### config.mk
export PLATFORM = sky130hd
export DESIGN_NAME = mul_sub_pipe
export DESIGN_NICKNAME = d
export VERILOG_FILES = /design/src/rtl/mul_sub_pipe.sv
export SDC_FILE = /design/constraint.sdc
export NUM_CORES = 1
export LEC_CHECK = 0
export BUFFER_PORTS_ARGS = -buffer_cell sky130_fd_sc_hd__buf_2
export CORE_MARGIN = 2
export CORE_UTILIZATION = 50
export DETAILED_ROUTE_END_ITERATION = 10
export HOLD_SLACK_MARGIN = 0.05
export PLACE_DENSITY = 0.74
export SYNTH_ARGS = -nofsm -noshare
export SYNTH_HDL_FRONTEND = slang
export SYNTH_SLANG_ARGS = --single-unit
### constraint.sdc
create_clock -name CLK -period 2.3 [get_ports CLK]
set_clock_uncertainty 0.1 [all_clocks]
set_input_delay 0.23 -clock CLK [delete_from_list [all_inputs] [get_ports CLK]]
set_output_delay 0.23 -clock CLK [all_outputs]
set_load 0.01 [all_outputs]
### src/rtl/mul_sub_pipe.sv
// Two-stage pipelined XOUT = A -/+ COEF*B with valid/ready handshake on both sides.
// Define MUL_SUB_SAT_EN to clamp XOUT to [0, 2**WIDTH-1] instead of wrapping.
`timescale 1ns/1ps
module mul_sub_pipe #(
   parameter int WIDTH  = 8,
   parameter int COEF   = 7,
   parameter int CWIDTH = 8
) (
   input  logic             CLK,
   input  logic             RST_N,
   input  logic             IN_VALID,
   output logic             IN_READY,
   input  logic [WIDTH-1:0] A,
   input  logic [WIDTH-1:0] B,
   input  logic             MODE,
   output logic             OUT_VALID,
   input  logic             OUT_READY,
   output logic [WIDTH-1:0] XOUT,
   output logic             OVF
);

   localparam int PW = WIDTH + CWIDTH;
   localparam int RW = PW + 2;
   localparam logic [CWIDTH-1:0] COEF_C = CWIDTH'(COEF);

   logic             v1_q;
   logic             v2_q;
   logic [WIDTH-1:0] a_q;
   logic             mode_q;
   logic [PW-1:0]    p_q;
   logic [WIDTH-1:0] xout_q;
   logic             ovf_q;

   logic             s1_en_s;
   logic             s2_en_s;
   logic             in_xfer_s;
   logic [PW-1:0]    p_d;
   logic [RW-1:0]    r_s;
   logic             neg_s;
   logic             hi_s;
   logic [WIDTH-1:0] xout_d;
   logic             ovf_d;

   // Ready chain: a stage may load when it is empty or the stage after it is moving.
   assign s2_en_s   = !v2_q || OUT_READY;
   assign s1_en_s   = !v1_q || s2_en_s;
   assign in_xfer_s = IN_VALID && s1_en_s;
   assign IN_READY  = s1_en_s;
   assign OUT_VALID = v2_q;
   assign XOUT      = xout_q;
   assign OVF       = ovf_q;

   // Full-width product so no bits of COEF*B are lost before the sum/difference.
   assign p_d = PW'(B) * PW'(COEF_C);

   // Two guard bits above the product width keep the signed result exact.
   always_comb begin
      r_s = {RW{1'b0}};
      if (mode_q) begin
         r_s = RW'(a_q) + RW'(p_q);
      end else begin
         r_s = RW'(a_q) - RW'(p_q);
      end
   end

   assign neg_s = r_s[RW-1];
   assign hi_s  = |r_s[RW-2:WIDTH];
   assign ovf_d = neg_s || hi_s;

   // Result selection: clamp in the saturating build, plain truncation otherwise.
   always_comb begin
      xout_d = r_s[WIDTH-1:0];
`ifdef MUL_SUB_SAT_EN
      if (neg_s) begin
         xout_d = {WIDTH{1'b0}};
      end else if (hi_s) begin
         xout_d = {WIDTH{1'b1}};
      end else begin
         xout_d = r_s[WIDTH-1:0];
      end
`else
      xout_d = r_s[WIDTH-1:0];
`endif
   end

   // Stage 1: capture operands and product on an input transfer.
   always_ff @(posedge CLK or negedge RST_N) begin
      if (!RST_N) begin
         v1_q   <= 1'b0;
         a_q    <= {WIDTH{1'b0}};
         mode_q <= 1'b0;
         p_q    <= {PW{1'b0}};
      end else if (in_xfer_s) begin
         v1_q   <= 1'b1;
         a_q    <= A;
         mode_q <= MODE;
         p_q    <= p_d;
      end else if (s1_en_s) begin
         v1_q   <= 1'b0;
      end
   end

   // Stage 2: result registers only change when real data arrives, so an idle
   // pipeline keeps the last result visible.
   always_ff @(posedge CLK or negedge RST_N) begin
      if (!RST_N) begin
         v2_q   <= 1'b0;
         xout_q <= {WIDTH{1'b0}};
         ovf_q  <= 1'b0;
      end else if (s2_en_s) begin
         v2_q <= v1_q;
         if (v1_q) begin
            xout_q <= xout_d;
            ovf_q  <= ovf_d;
         end
      end
   end

endmodule

# ---- Word-level counts from Yosys, hierarchy flattened
# Cells that the tools add are included.
dict set report word_totals {
  ff_bits 31
  input_bits 21
  out_inout_bits 11
  word_cells 22
}
dict set report classes {
  n_addsub 2
  mul 1
  muxes 3
  reduce_logical 9
}
# op n
set ops {}
lappend ops {{two-way mux 18 bit} 1}
lappend ops {{adder 8 x 11 -> 12 bit} 1}
lappend ops {{subtractor 8 x 11 -> 12 bit} 1}
lappend ops {{multiplier 8 x 3 -> 11 bit, second input constant} 1}
lappend ops {{OR reduction 9 bit} 1}
lappend ops {{logical OR 1 bit} 3}
lappend ops {{logical NOT 1 bit} 2}
lappend ops {{two-way mux 1 bit} 2}
lappend ops {{AND reduction 2 bit} 1}
lappend ops {{nonzero test 2 bit} 1}
lappend ops {{logical AND 1 bit} 1}

# ---- Logic depth before layout (Yosys ltp)
# Gate-level depths: netlist of the first run.
dict set report depth {
  word_depth 5
  depth_mapped 10
  depth_no_buf 10
}

# ---- Least setup slack after synthesis of the first run
# Ideal clock, no wire load.
dict set report synth_path {
  path_kind {input-to-reg}
  from {input B[0]}
  to {register p_q[10]}
  setup_ns 0.129
  arrival_ns 2.044
  t_required_ns 2.071
  path_slack_ns 0.026
  cell_stages 10
  n_path_buf 0
  path_cell_list {fa_1 ha_1 inv_1 fa_1 nor2b_1 o21ai_1 a21boi_1 o21a_1 o21a_1 o41a_1}
}
dict set report synth_between {
  elab_chain_len 1
}
# item line_no
set synth_lines {}
lappend synth_lines {{start, declared} 14} ;# input logic [WIDTH-1:0] B,
lappend synth_lines {{multiplier 8 x 3 -> 11 bit} 54} ;# assign p_d = PW'(B) * PW'(COEF_C);
lappend synth_lines {{end signal, assigned} 92} ;# p_q <= {PW{1'b0}};
lappend synth_lines {{end signal, assigned} 97} ;# p_q <= p_d;
lappend synth_lines {{end, declared} 30} ;# logic [PW-1:0] p_q;
# Every way passes these cells.
# A chain may end at the register's enable or synchronous reset.

# ---- Worst setup path in the final report of the first run
dict set report layout_path {
  from {register p_q[1]}
  to {register ovf_q (netlist: OVF)}
}
dict set report layout_between {
  elab_chain_len 4
  word_cells_on_any_way 5
  classes_between {2 x add/sub; 1 x mux; 2 x reduce/logical}
}
# item line_no
set layout_lines {}
lappend layout_lines {{subtractor 8 x 11 -> 12 bit or adder 8 x 11 -> 12 bit (tied branches)} {62, 60}}
lappend layout_lines {{two-way mux 18 bit (*)} 59} ;# if (mode_q) begin
lappend layout_lines {{OR reduction 9 bit} 67} ;# assign hi_s = |r_s[RW-2:WIDTH];
lappend layout_lines {{logical OR 1 bit (*)} 68} ;# assign ovf_d = neg_s || hi_s;
lappend layout_lines {{end signal, assigned} 114} ;# ovf_q <= ovf_d;
lappend layout_lines {{end, declared} 32} ;# logic ovf_q;
# Mark *: on every way between the ends. The rest lies on a longest branch, timed or not.

==> run summary, run 1 <==
The proportion of layout cells with a drive suffix above 1 was 0.296. The run finished with clean final reports. The final non-filler cell area was 0.00309 mm^2.

The worst voltage drop across the vdd grid was 0.000343 V. The beginning of the worst register-to-register path is p_q[1]$_DFFE_PN0P_. Synthesis inferred 31 register bits.

By area, the combinational part of the netlist is dominated by adder cells. Counting along the longest clock path gives a buffer depth of 2. The placed instances occupy a cell area of 0.00288 mm^2. The path class of the tightest hold or removal check is input port to flop. Critical register-to-register path endpoint: OVF$_DFFE_PN0P_.

Relative to the synthesized area, the layout overhead comes to 19.3%. The relative contribution of combinational cells to total power is 0.532, and the number of levels in the clock H-tree is 2. Among all stages on the critical path, the largest delay is contributed by dfrtp_1. The run gives 0.00259 mm^2 as the synthesized cell area. The max-slew violation count was 0; the maximum single-stage delay on the critical path was 420 ps. The antenna diode count is 0.

After routing, the total negative slack on setup checks comes to 0 ps. The die covers 0.00577 mm^2. The die outline height works out to 76.0 um. The startpoint type of the worst setup path was a flop. The via density per instance is 5.23.

The region available for standard cell placement spans 0.00504 mm^2. The clock drives 31 sinks. The cell depth of the worst hold path was 2. The worst register-to-register path has a depth of 8. The routability congestion estimate was 0.864; the clock input transition at the sequential cells of the worst setup and hold paths was 70 ps. The share of async-settable or async-resettable flops after synthesis was 1.00; the count of standard-cell rows was 26. The worst hold path terminates at a_q[0]$_DFFE_PN0P_.

The logs give 0.553 for the tightest slew margin relative to the limit and 290 ps for the latest clock arrival within the worst-skew pair. STA classifies the critical path endpoint as a flop. Initial antenna violation count: 0. The switching share of power is 0.407, and the number of warnings printed during yosys synthesis is 0. The logs give 1.42 nW for the leakage power and 0.173 for the power share of the clock group.

The tree is rooted in a clkbuf_8. Sequential fraction of the synthesis area: 0.300. The final net count is 377, and the final critical-path required period is 2260 ps. The final cycle utilization of the critical path came out at 0.981. In this run the most critical hold path is launched from A[0]. The first routing iteration left 101 violations. For the worst setup path, the data arrival time is 2320 ps.

Final setup violation count: 0. The switching component of the power was 1.13 mW; the horizontal die dimension was 76.0 um. The largest net degree at the start of global routing was 32. Synthesis instantiated 51 different standard cells from the library. The net count after synthesis is 330, and the length of the first detailed-routing pass in iterations is 4.

The number of hold violations in the final report came out at 0. Power comes to 2.79 mW. The run gives 443 MHz as the upper clock frequency limit. The count of buffering cells on the critical path with inverters included is 1, and the remaining global-route overflow is 0. The tools report the total CTS buffers as 5. A synthesized cell averages 9.48 um^2. At the worst endpoint, the required time is 2360 ps. The average detailed-routed wire length per instance was 12.8 um. In this run the worst setup path begins at p_q[1]$_DFFE_PN0P_. The residual antenna-violating net count after detailed routing came out at 0. For the number of placed instances, taps included, the log shows 379. Setup repair after global routing could not meet its margin everywhere. The logs give 32 for the total I/O pin count and 5010 um for the final wirelength. For the relative contribution of sequential cells to total power, the log shows 0.295. The critical path is of the flop to flop type. The total global-route track usage is 0.184, and the reg-to-reg setup timing slack is 40 ps. The global-route wire length before repair is 8710 um. For the pin with the worst max-slew slack, the measured transition is 670 ps. The area fraction in compound gates after synthesis is 0.194. The count of buffers added on input and output ports is 31. The run gives 1.65 mW as the internal power. The most common flop cell mapped by yosys was dfrtp_1.

The mux share of post-synthesis cell area was 0.0677. Along the worst path, the maximum fanout reaches 3. Across all layers, the routed design uses 2,045 vias. In the routed design, unresolved DRC markers number 0. The share of synthesized cell area in and, or, nand and nor gates is 0.142. Xor and xnor area share after synthesis: 0.0271. Total power divided by cell area: 902 mW/mm^2. The initial core utilization came out at 0.513. TritonCTS built the clock tree. The fraction of the core area covered by cells at the end of the flow was 0.612. Yosys mapped a number of flops with a built-in enable equal to 0. The adder-cell area share of the yosys netlist was 0.203. The half-perimeter wire length after detailed placement is 3940 um, and the post-route non-filler standard cell count is 391. Cell count after synthesis: 273. The number of global-route vias before repair was 1,923. The critical path goes through inv_1 -> ha_1 -> nor2b_2 -> o31a_4 -> o2111ai_2 -> a2111oi_2 -> a2bb2oi_1 -> a31oi_1. The run gives 0 as the number of violations of the max-capacitance limit. On the critical path the largest part of the delay comes from compound AO/OA/AOI/OAI gates.
layout by cell type (no fill, tap or decap), types with 2 or more instances in the layout:
cell type	count
nor4b_1	2
buf_2	31
mux2i_1	4
o311ai_1	2
mux2_2	12
inv_1	24
a31oi_1	3
a211oi_2	2
nor2_1	15
dfrtp_1	31
nor3_1	6
inv_2	2
o31ai_1	5
fa_2	3
o21ai_1	5
o211ai_1	4
a211o_1	3
a21oi_1	16
buf_4	19
xnor2_1	6
a21o_1	2
nor2b_1	4
ha_1	22
nand2_1	25
o21ai_0	15
ha_2	4
o21a_1	3
dlygate4sd3_1	2
nand2b_1	7
fa_1	7
clkbuf_8	7
xor2_1	2
final cells by class:
type / count / area (um^2)
clock inverter: 1 / 7.51
multi-input combinational: 204 / 1710
inverter: 26 / 97.6
fill: 460 / 1950
timing repair buffer: 52 / 318
sequential: 31 / 776
clock buffer: 7 / 96.3
tap: 70 / 87.6
how the worst max path moves through the flow:
stage / endpoint / slack, ps / depth (start not counted)
floorplan: p_q[10]$_DFFE_PN0P_ / 30 / 10
global placement: p_q[8]$_DFFE_PN0P_ / -160 / 11
detailed placement: p_q[8]$_DFFE_PN0P_ / -250 / 11
CTS: OVF$_DFFE_PN0P_ / 10 / 8
global route: OVF$_DFFE_PN0P_ / -50 / 10
finish: OVF$_DFFE_PN0P_ / 40 / 8
cells in the mapped netlist, types with 3 or more instances:
library cell	number	area (um^2)
a211o_1	3	26.3
a21oi_1	16	80.1
a31oi_1	3	18.8
buf_2	6	30.0
buf_6	3	33.8
clkbuf_1	3	11.3
dfrtp_1	31	776
fa_1	10	200
ha_1	26	325
inv_1	25	93.8
mux2_2	12	135
mux2i_1	4	40.0
nand2_1	25	93.8
nand2b_1	7	43.8
nor2_1	15	56.3
nor2b_1	5	31.3
nor3_1	6	30.0
o211ai_1	4	30.0
o21a_1	3	22.5
o21ai_0	15	75.1
o21ai_1	6	30.0
o31ai_1	5	37.5
xnor2_1	6	52.6
cell families (layout without fill, tap and decap cells):
group / Yosys count / after routing
AO/OA/AOI/OAI: 72 / 72
XOR/XNOR: 8 / 8
adder cells (fa/ha/maj): 36 / 36
buffers and inverters: 38 / 86
flip-flops: 31 / 31
multiplexers: 16 / 16
AND/OR/NAND/NOR: 72 / 72
stage by stage:
| step | worst slack, ps | hold slack (ps) |
|---|---|---|
| floorplan | 26.4 | -166 |
| global placement | -161 | 201 |
| detailed placement | -245 | 206 |
| CTS | 13.7 | 66.3 |
| global route | -48.1 | 67.1 |
| finish | 43.5 | 67.9 |
timing repair:
action	in CTS	in global routing
cloned	0	0
pin swaps	1	7
setup endpoints to repair	1	4
hold buffers	2	0
endpoints found under the hold margin	32	0
resized for setup	4	12
setup buffers	1	1
power groups by stage:
| stage | combinational [mW] | sequential, mW | clock, mW |
|---|---|---|---|
| 3_3_place_gp | 1.36 | 0.822 | 0 |
| 5_1_grt | 1.64 | 0.851 | 0.517 |
| 4_1_cts | 1.44 | 0.825 | 0.492 |
| 6_report | 1.48 | 0.822 | 0.483 |
| 3_5_place_dp | 1.39 | 0.835 | 0 |
| 2_1_floorplan | 1.06 | 0.822 | 0 |
sequential cells by signal, summed over array words and instances (netlist names):
name       count
OUT_VALID      1
OVF            1
XOUT           8
a_q            8
mode_q         1
p_q           11
v1_q           1
worst register-to-register path: stages, from the launching register on:
cell and delay [ps]:
dfrtp_1 420, inv_1 100, ha_1 330, nor2b_2 200, o31a_4 160, o2111ai_2 140, a2111oi_2 380, a2bb2oi_1 210
a31oi_1 100
routing by layer:
layer | track usage | vias up | share of wire
met3 | 0.0321 | 10 | 0.031
met4 | 0.0636 | 0 | 0.024
met1 | 0.258 | 948 | 0.48
li1 | - | 1042 | -
met2 | 0.290 | 45 | 0.47
met5 | 0 | - | 0
Power figures use the tool's default switching activity.
==> run 2: changes to the inputs <==
- SETUP_SLACK_MARGIN: not set -> 0.1
==> run 2 against run 1 <==
  * Combinational power is 5% higher
  * Sequential power about the same
  * Count of clock-buffer cells in the layout is 2 lower
  * Final area rose by 1.6%
  * Via count grew 1.6%
  * Final cell count grew 0.77%
  * Highest routed layer unchanged
==> run summary, run 2 (synthesis results as in run 1) <==
Relative to the synthesized area, the layout overhead comes to 21.2%. Setup repair after global routing could not meet its margin everywhere. The biggest fanout along the worst timing path was 3.

The later pin in the worst-skew pair is clocked with a latency of 290 ps. Area of the die: 0.00577 mm^2. The cell area reported after detailed placement came out at 0.00290 mm^2. The final non-filler cell area was 0.00314 mm^2. STA classifies the critical path startpoint as a flop. In this run the remaining antenna-violating nets after routing total 0.

The total overflow left after global routing is 0. The average detailed-routed wire length per instance came out at 13.7 um. The library cells used most frequently in the layout, excluding fill and tap cells, are dfrtp_1 (30), buf_2 (28), nand2_1 (25). The clock input transition at the sequential cells of the worst setup and hold paths works out to 70 ps. After floorplanning, the core was sized to cover 0.00504 mm^2. Power spread over the standard cell area amounts to 898 mW/mm^2. The tools report the tightest slew margin relative to the limit as 0.555. The congestion estimate from routability-driven global placement came to 0.885. In this run the vertical extent of the chip is 76.0 um.

The highest-delay cell along the critical path was dfrtp_1. The final cycle utilization of the critical path is 0.973, and the total power after layout is 2.82 mW. The transition time at the pin with the least slew margin was 668 ps; the switching share of power was 0.423. The relative contribution of sequential cells to total power is 0.293.

For the power share of the clock group, the log shows 0.155. The length of the first detailed-routing pass in iterations was 4; the total global-route track usage was 0.191. The number of global-route vias before repair is 1,957. Setup total negative slack on the finished layout was measured at 0 ps. The tools report the final net count as 380. The largest net degree at the start of global routing came out at 32. The run gives 0 as the max-slew violation count.

The tree is rooted in a clkbuf_8. The antenna diode count is 0, and the upper clock frequency limit is 447 MHz. For the worst setup path, the data arrival time is 2350 ps.

The run gives 2 as the largest buffer count on any clock path. The proportion of layout cells with a drive suffix above 1 was 0.315. The signal on the critical path passes through inv_1 -> ha_2 -> inv_2 -> fa_2 -> a211oi_4 -> o211ai_1 -> nand2_1 -> o2bb2ai_1 -> a211o_1 -> a31oi_1. The critical path contains buffers and inverters numbering 2 combined. Class of the tightest hold or removal check: input port to flop. The run gives 0 as the number of hold violations in the final report.

The total CTS buffers came out at 5. The count of standard-cell rows came out at 26. The flow ran to the end, and the final reports show no timing, DRC or antenna violations. The flip-flop count of the largest register after layout was 11. In this design, the stage delay of the slowest critical-path cell is 400 ps.

In this run, the number of DRC markers left after iteration 0 of detailed routing was 159. For the count of vias placed by the detailed router, the log shows 2,078. Ranked by flip-flop count, first place goes to p_q. In the routed layout, each cell is associated on average with a via count of 5.27. The routed design could run at a clock period as short as 2240 ps. The internal power of the cells totals 1.62 mW. The final setup violation count came out at 0. STA classifies the critical path endpoint as a flop. The die is 76.0 um wide. Across the run, the number of max-cap violations was 0. The logs give 428 for the fill cell total of the finished layout and 0.513 for the initial core utilization.

For the worst setup path, the data required time is 2420 ps. The number of design rule violations left after detail routing is 0. The leakage power was 1.43 nW. The logs give 0 for the initial antenna violation count and 31 for the count of clock tree sinks. Dominant delay contributor by cell family on the critical path: compound AO/OA/AOI/OAI gates.

Leaving out filler cells and counting taps, the final layout contains 394. In this run, placement finished with an instance count of 380. Port buffering added 31 buffers.

For the relative contribution of combinational cells to total power, the log shows 0.552. The kind of critical path is flop to flop. The HPWL after detailed placement is 3960 um. The global-route wire length before repair is 8940 um, and the number of levels in the clock H-tree is 2. The library cell used most frequently in the layout, excluding fill and tap cells, is dfrtp_1. For the total I/O pin count, the log shows 32. The tools report the final wirelength as 5380 um. In this run the power spent charging and discharging nets is 1.19 mW. The worst voltage drop across the vdd grid was 0.000342 V. TritonCTS built the clock tree.
-- run 2: power groups by stage --
stage,registers [mW],clock network (mW),logic [mW]
floorplan,0.822,0,1.06
global placement,0.822,0,1.37
detailed placement,0.837,0,1.40
CTS,0.826,0.446,1.46
global route,0.856,0.467,1.72
finish,0.824,0.437,1.56
-- run 2: worst paths after layout --
check	start	to	slack, ps	cells after the start
max reg2reg	a_q[0]$_DFFE_PN0P_	OVF$_DFFE_PN0P_	60	10
min	A[0]	a_q[0]$_DFFE_PN0P_	60	2
max in group asynchronous	RST_N	a_q[1]$_DFFE_PN0P_	1220	2
max	a_q[0]$_DFFE_PN0P_	OVF$_DFFE_PN0P_	60	10
min reg2reg	XOUT[1]$_DFFE_PN0P_	XOUT[1]$_DFFE_PN0P_	370	2
min in group asynchronous	RST_N	p_q[0]$_DFFE_PN0P_	410	2
-- run 2: metrics by stage --
stage / setup WS [ps] / hold WS (ps) / utilization
5_1_grt: -69.7 / 61.9 / 0.622
4_1_cts: 88.8 / 57.7 / 0.606
3_5_place_dp: -169 / 208 / 0.574
2_1_floorplan: 45.5 / -166 / -
6_report: 61.2 / 64.4 / 0.622
3_3_place_gp: -134 / 201 / 0.574
-- run 2: layout make-up --
cell class              count  area (um^2)  share of cell area
repair buffers             55          359               0.114
clock buffers               5         68.8              0.0219
flip-flops and latches     31          777               0.248
well taps                  70         87.6              0.0279
inverters                  26         97.6              0.0311
multi-input cells         204         1730               0.551
clock inverters             3         20.0             0.00638
-- run 2: repair_timing --
item | CTS | global route
hold buffers | 2 | 0
pin swaps | 6 | 4
endpoints found under the hold margin | 32 | 0
setup endpoints to repair | 2 | 6
buffers inserted | 2 | 2
resized for setup | 8 | 17
-- run 2: worst reg2reg max path: stages (launching register included) --
cell and delay, ps:
dfrtp_1 400, inv_1 70, ha_2 180, inv_2 40, fa_2 370, a211oi_4 250
o211ai_1 130, nand2_1 140, o2bb2ai_1 70, a211o_1 280, a31oi_1 140
-- run 2: metal layers --
metal	GRT usage	up-vias	routed length [um]
met1	0.252	977	2460
met5	0	-	0
met2	0.316	45	2620
met4	0.0764	0	122
li1	-	1046	-
met3	0.0321	10	179
==> run 3: changes to the inputs <==
- CORE_MARGIN: 2 -> 5
- CORE_UTILIZATION: 50 -> 40
- PLACE_DENSITY: 0.74 -> 0.62
==> run 3 against run 2 <==
  * Register-to-register slack improved by 20 ps
  * Sequential share of layout area shrank 0.45 points
  * First-iteration DRC count fell by 38%
  * Maximum frequency is 0.77% higher
  * Critical path depth stayed put
  * Worst setup slack better by 17 ps
  * Largest cell class unchanged
  * Largest power group unchanged
==> run summary, run 3 (synthesis results as in run 1) <==
The flow ran to the end, and the final reports show no timing, DRC or antenna violations. Traced cell by cell, the critical path runs through inv_1 -> ha_2 -> inv_1 -> fa_2 -> a211oi_2 -> o211ai_1 -> nand2_1 -> o2bb2ai_1 -> a211o_1 -> a31oi_1. Among the stages of the critical path, the cell type that occurs most often is inv_1. Initial core utilization: 0.410.

Timing would allow up to 450 MHz. The tree is rooted in a clkbuf_8. The tools report the largest buffer count on any clock path as 2. Across the run, the number of max-cap violations was 0.

The critical path data required time was 2410 ps. Transition time at the pin with the least slew margin: 673 ps. The region available for standard cell placement spans 0.00631 mm^2.

The count of buffers added on input and output ports is 31. The final net count was 379. The final layout contains routed wiring with a total length of 5200 um. The horizontal die dimension is 90.4 um, and the length of the first detailed-routing pass in iterations is 4.

Startpoint type of the worst setup path: a flop. The min-delay analysis places its worst path in the category input port to flop. The register bank with the most flops was p_q. The tools report the remaining global-route overflow as 0.

For the count of clock tree sinks, the log shows 31. Fill cell total of the finished layout: 597. The leading cell type in the layout, fill and taps excluded was dfrtp_1. At the end of routability-driven placement, the weighted congestion stood at 0.845. The routed design could run at a clock period as short as 2220 ps.

Highest-delay cell along the critical path: dfrtp_1. Setup repair after global routing could not meet its margin everywhere. Kind of critical path: flop to flop.

For this design the ratio of total power to cell area is 943 mW/mm^2. The count of standard-cell rows is 29, and the final cycle utilization of the critical path is 0.966. The area overhead of the layout relative to synthesis was 23.2%. 0 antenna diodes ended up in the layout.

The proportion of layout cells with a drive suffix above 1 was 0.307; the average detailed-routed wire length per instance was 13.0 um. The run gives 0.000515 V as the worst voltage drop across the vdd grid. During I/O placement, the number of pins put on the boundary was 32.

The number of hold violations in the final report is 0. For this block, the via count after detailed routing is 2,073. The maximum single-stage delay on the critical path came out at 400 ps. The worst-case hold slack is 73.7 ps. The max-slew violation count is 0, and the latest clock arrival within the worst-skew pair is 290 ps. The first routing iteration left 99 violations. The initial antenna violation count was 0.

The library cells used most frequently in the layout, excluding fill and tap cells, are dfrtp_1 (31), buf_2 (28), nand2_1 (25). Using the TritonRoute via totals, the vias-per-cell ratio works out to 5.18. The logs give 4170 um for the half-perimeter wire length after detailed placement and 5 for the total CTS buffers. Entering global routing, the biggest net connects 32 pins. In this run the vertical extent of the chip is 90.4 um. The logs give 0.551 for the tightest slew margin relative to the limit and 2,052 for the number of global-route vias before repair. TritonCTS built the clock tree. The leakage power was 1.44 nW; the number of design rule violations left after detail routing was 0. Data on the critical path arrives at its endpoint at 2330 ps. The detail route stage leaves a number of antenna-violating nets equal to 0. The number of levels in the clock H-tree was 2; the total global-route track usage was 0.136. The critical path capture point type is a flop.

The flip-flop count of the largest register after layout works out to 11. Along the worst path, the maximum fanout reaches 3. Setup violations remaining at the end of the flow were counted as 0. After routing, the total negative slack on setup checks comes to 0 ps. The tools report the area of the die as 0.00818 mm^2. The first global-routing pass estimated 9290 um of wire. Clock-pin slew was measured on the worst setup and hold paths at 70 ps.
[run 3: cell types whose count changed in the layout (fill, tap and decap cells not counted), sizes merged]
cell | before | now
clkinvlp | 2 | 1
clkinv | 1 | 0
bufinv | 0 | 2
buf | 53 | 52
[run 3: layer usage]
| layer | wire length (um) | GRT usage |
|---|---|---|
| met5 | 0 | 0 |
| met4 | 95 | 0.0447 |
| met1 | 2490 | 0.180 |
| met2 | 2380 | 0.220 |
| met3 | 230 | 0.0317 |
[run 3: worst max-delay path, delay by kind of cell (launching register included)]
| family | cells | cell delay, ps |
|---|---|---|
| AO/OA/AOI/OAI | 5 | 840 |
| adder cells (fa/ha/maj) | 2 | 530 |
| flip-flops | 1 | 400 |
| AND/OR/NAND/NOR | 1 | 150 |
| buffers and inverters | 2 | 120 |
[run 3: final cells by class]
class                      count  area (um^2)  area share
multi-input combinational    204         1730       0.543
tap                           77         96.3      0.0302
sequential                    31          776       0.243
timing repair buffer          54          352       0.110
inverter                      26         97.6      0.0306
clock buffer                   5         68.8      0.0216
clock inverter                 3         67.6      0.0212
[run 3: report_power, final]
group | switching, mW | internal, mW
combinational | 0.812 | 0.725
clock | 0.216 | 0.432
sequential | 0.129 | 0.694
total | 1.16 | 1.85
[run 3: per-stage QoR]
step	cells	setup slack, ps	utilization	power [mW]	cell area, um^2
after detailed placement	386	-180	0.459	2.25	2900
after CTS	397	44.8	0.489	2.96	3090
after global placement	386	-140	0.459	2.21	2900
after floorplan	273	45.5	-	1.89	2590
final	400	78.2	0.505	3.01	3190
after global routing	400	-46.9	0.505	3.26	3190
[run 3: timing repair]
item | CTS | global route
pin swaps | 7 | 10
hold endpoints to repair | 32 | 0
hold buffers | 2 | 0
buffers inserted | 1 | 3
setup endpoints to repair | 2 | 8
gates resized for setup | 7 | 17
[run 3: final timing paths]
kind | start | to | slack (ps) | cells after the start
setup / recovery | a_q[0]$_DFFE_PN0P_ | OVF$_DFFE_PN0P_ | 80 | 10
hold / removal | A[1] | a_q[1]$_DFFE_PN0P_ | 70 | 2
setup reg to reg | a_q[0]$_DFFE_PN0P_ | OVF$_DFFE_PN0P_ | 80 | 10
hold reg to reg | XOUT[1]$_DFFE_PN0P_ | XOUT[1]$_DFFE_PN0P_ | 370 | 2
max in group asynchronous | RST_N | a_q[7]$_DFFE_PN0P_ | 1250 | 2
min in group asynchronous | RST_N | XOUT[0]$_DFFE_PN0P_ | 410 | 2
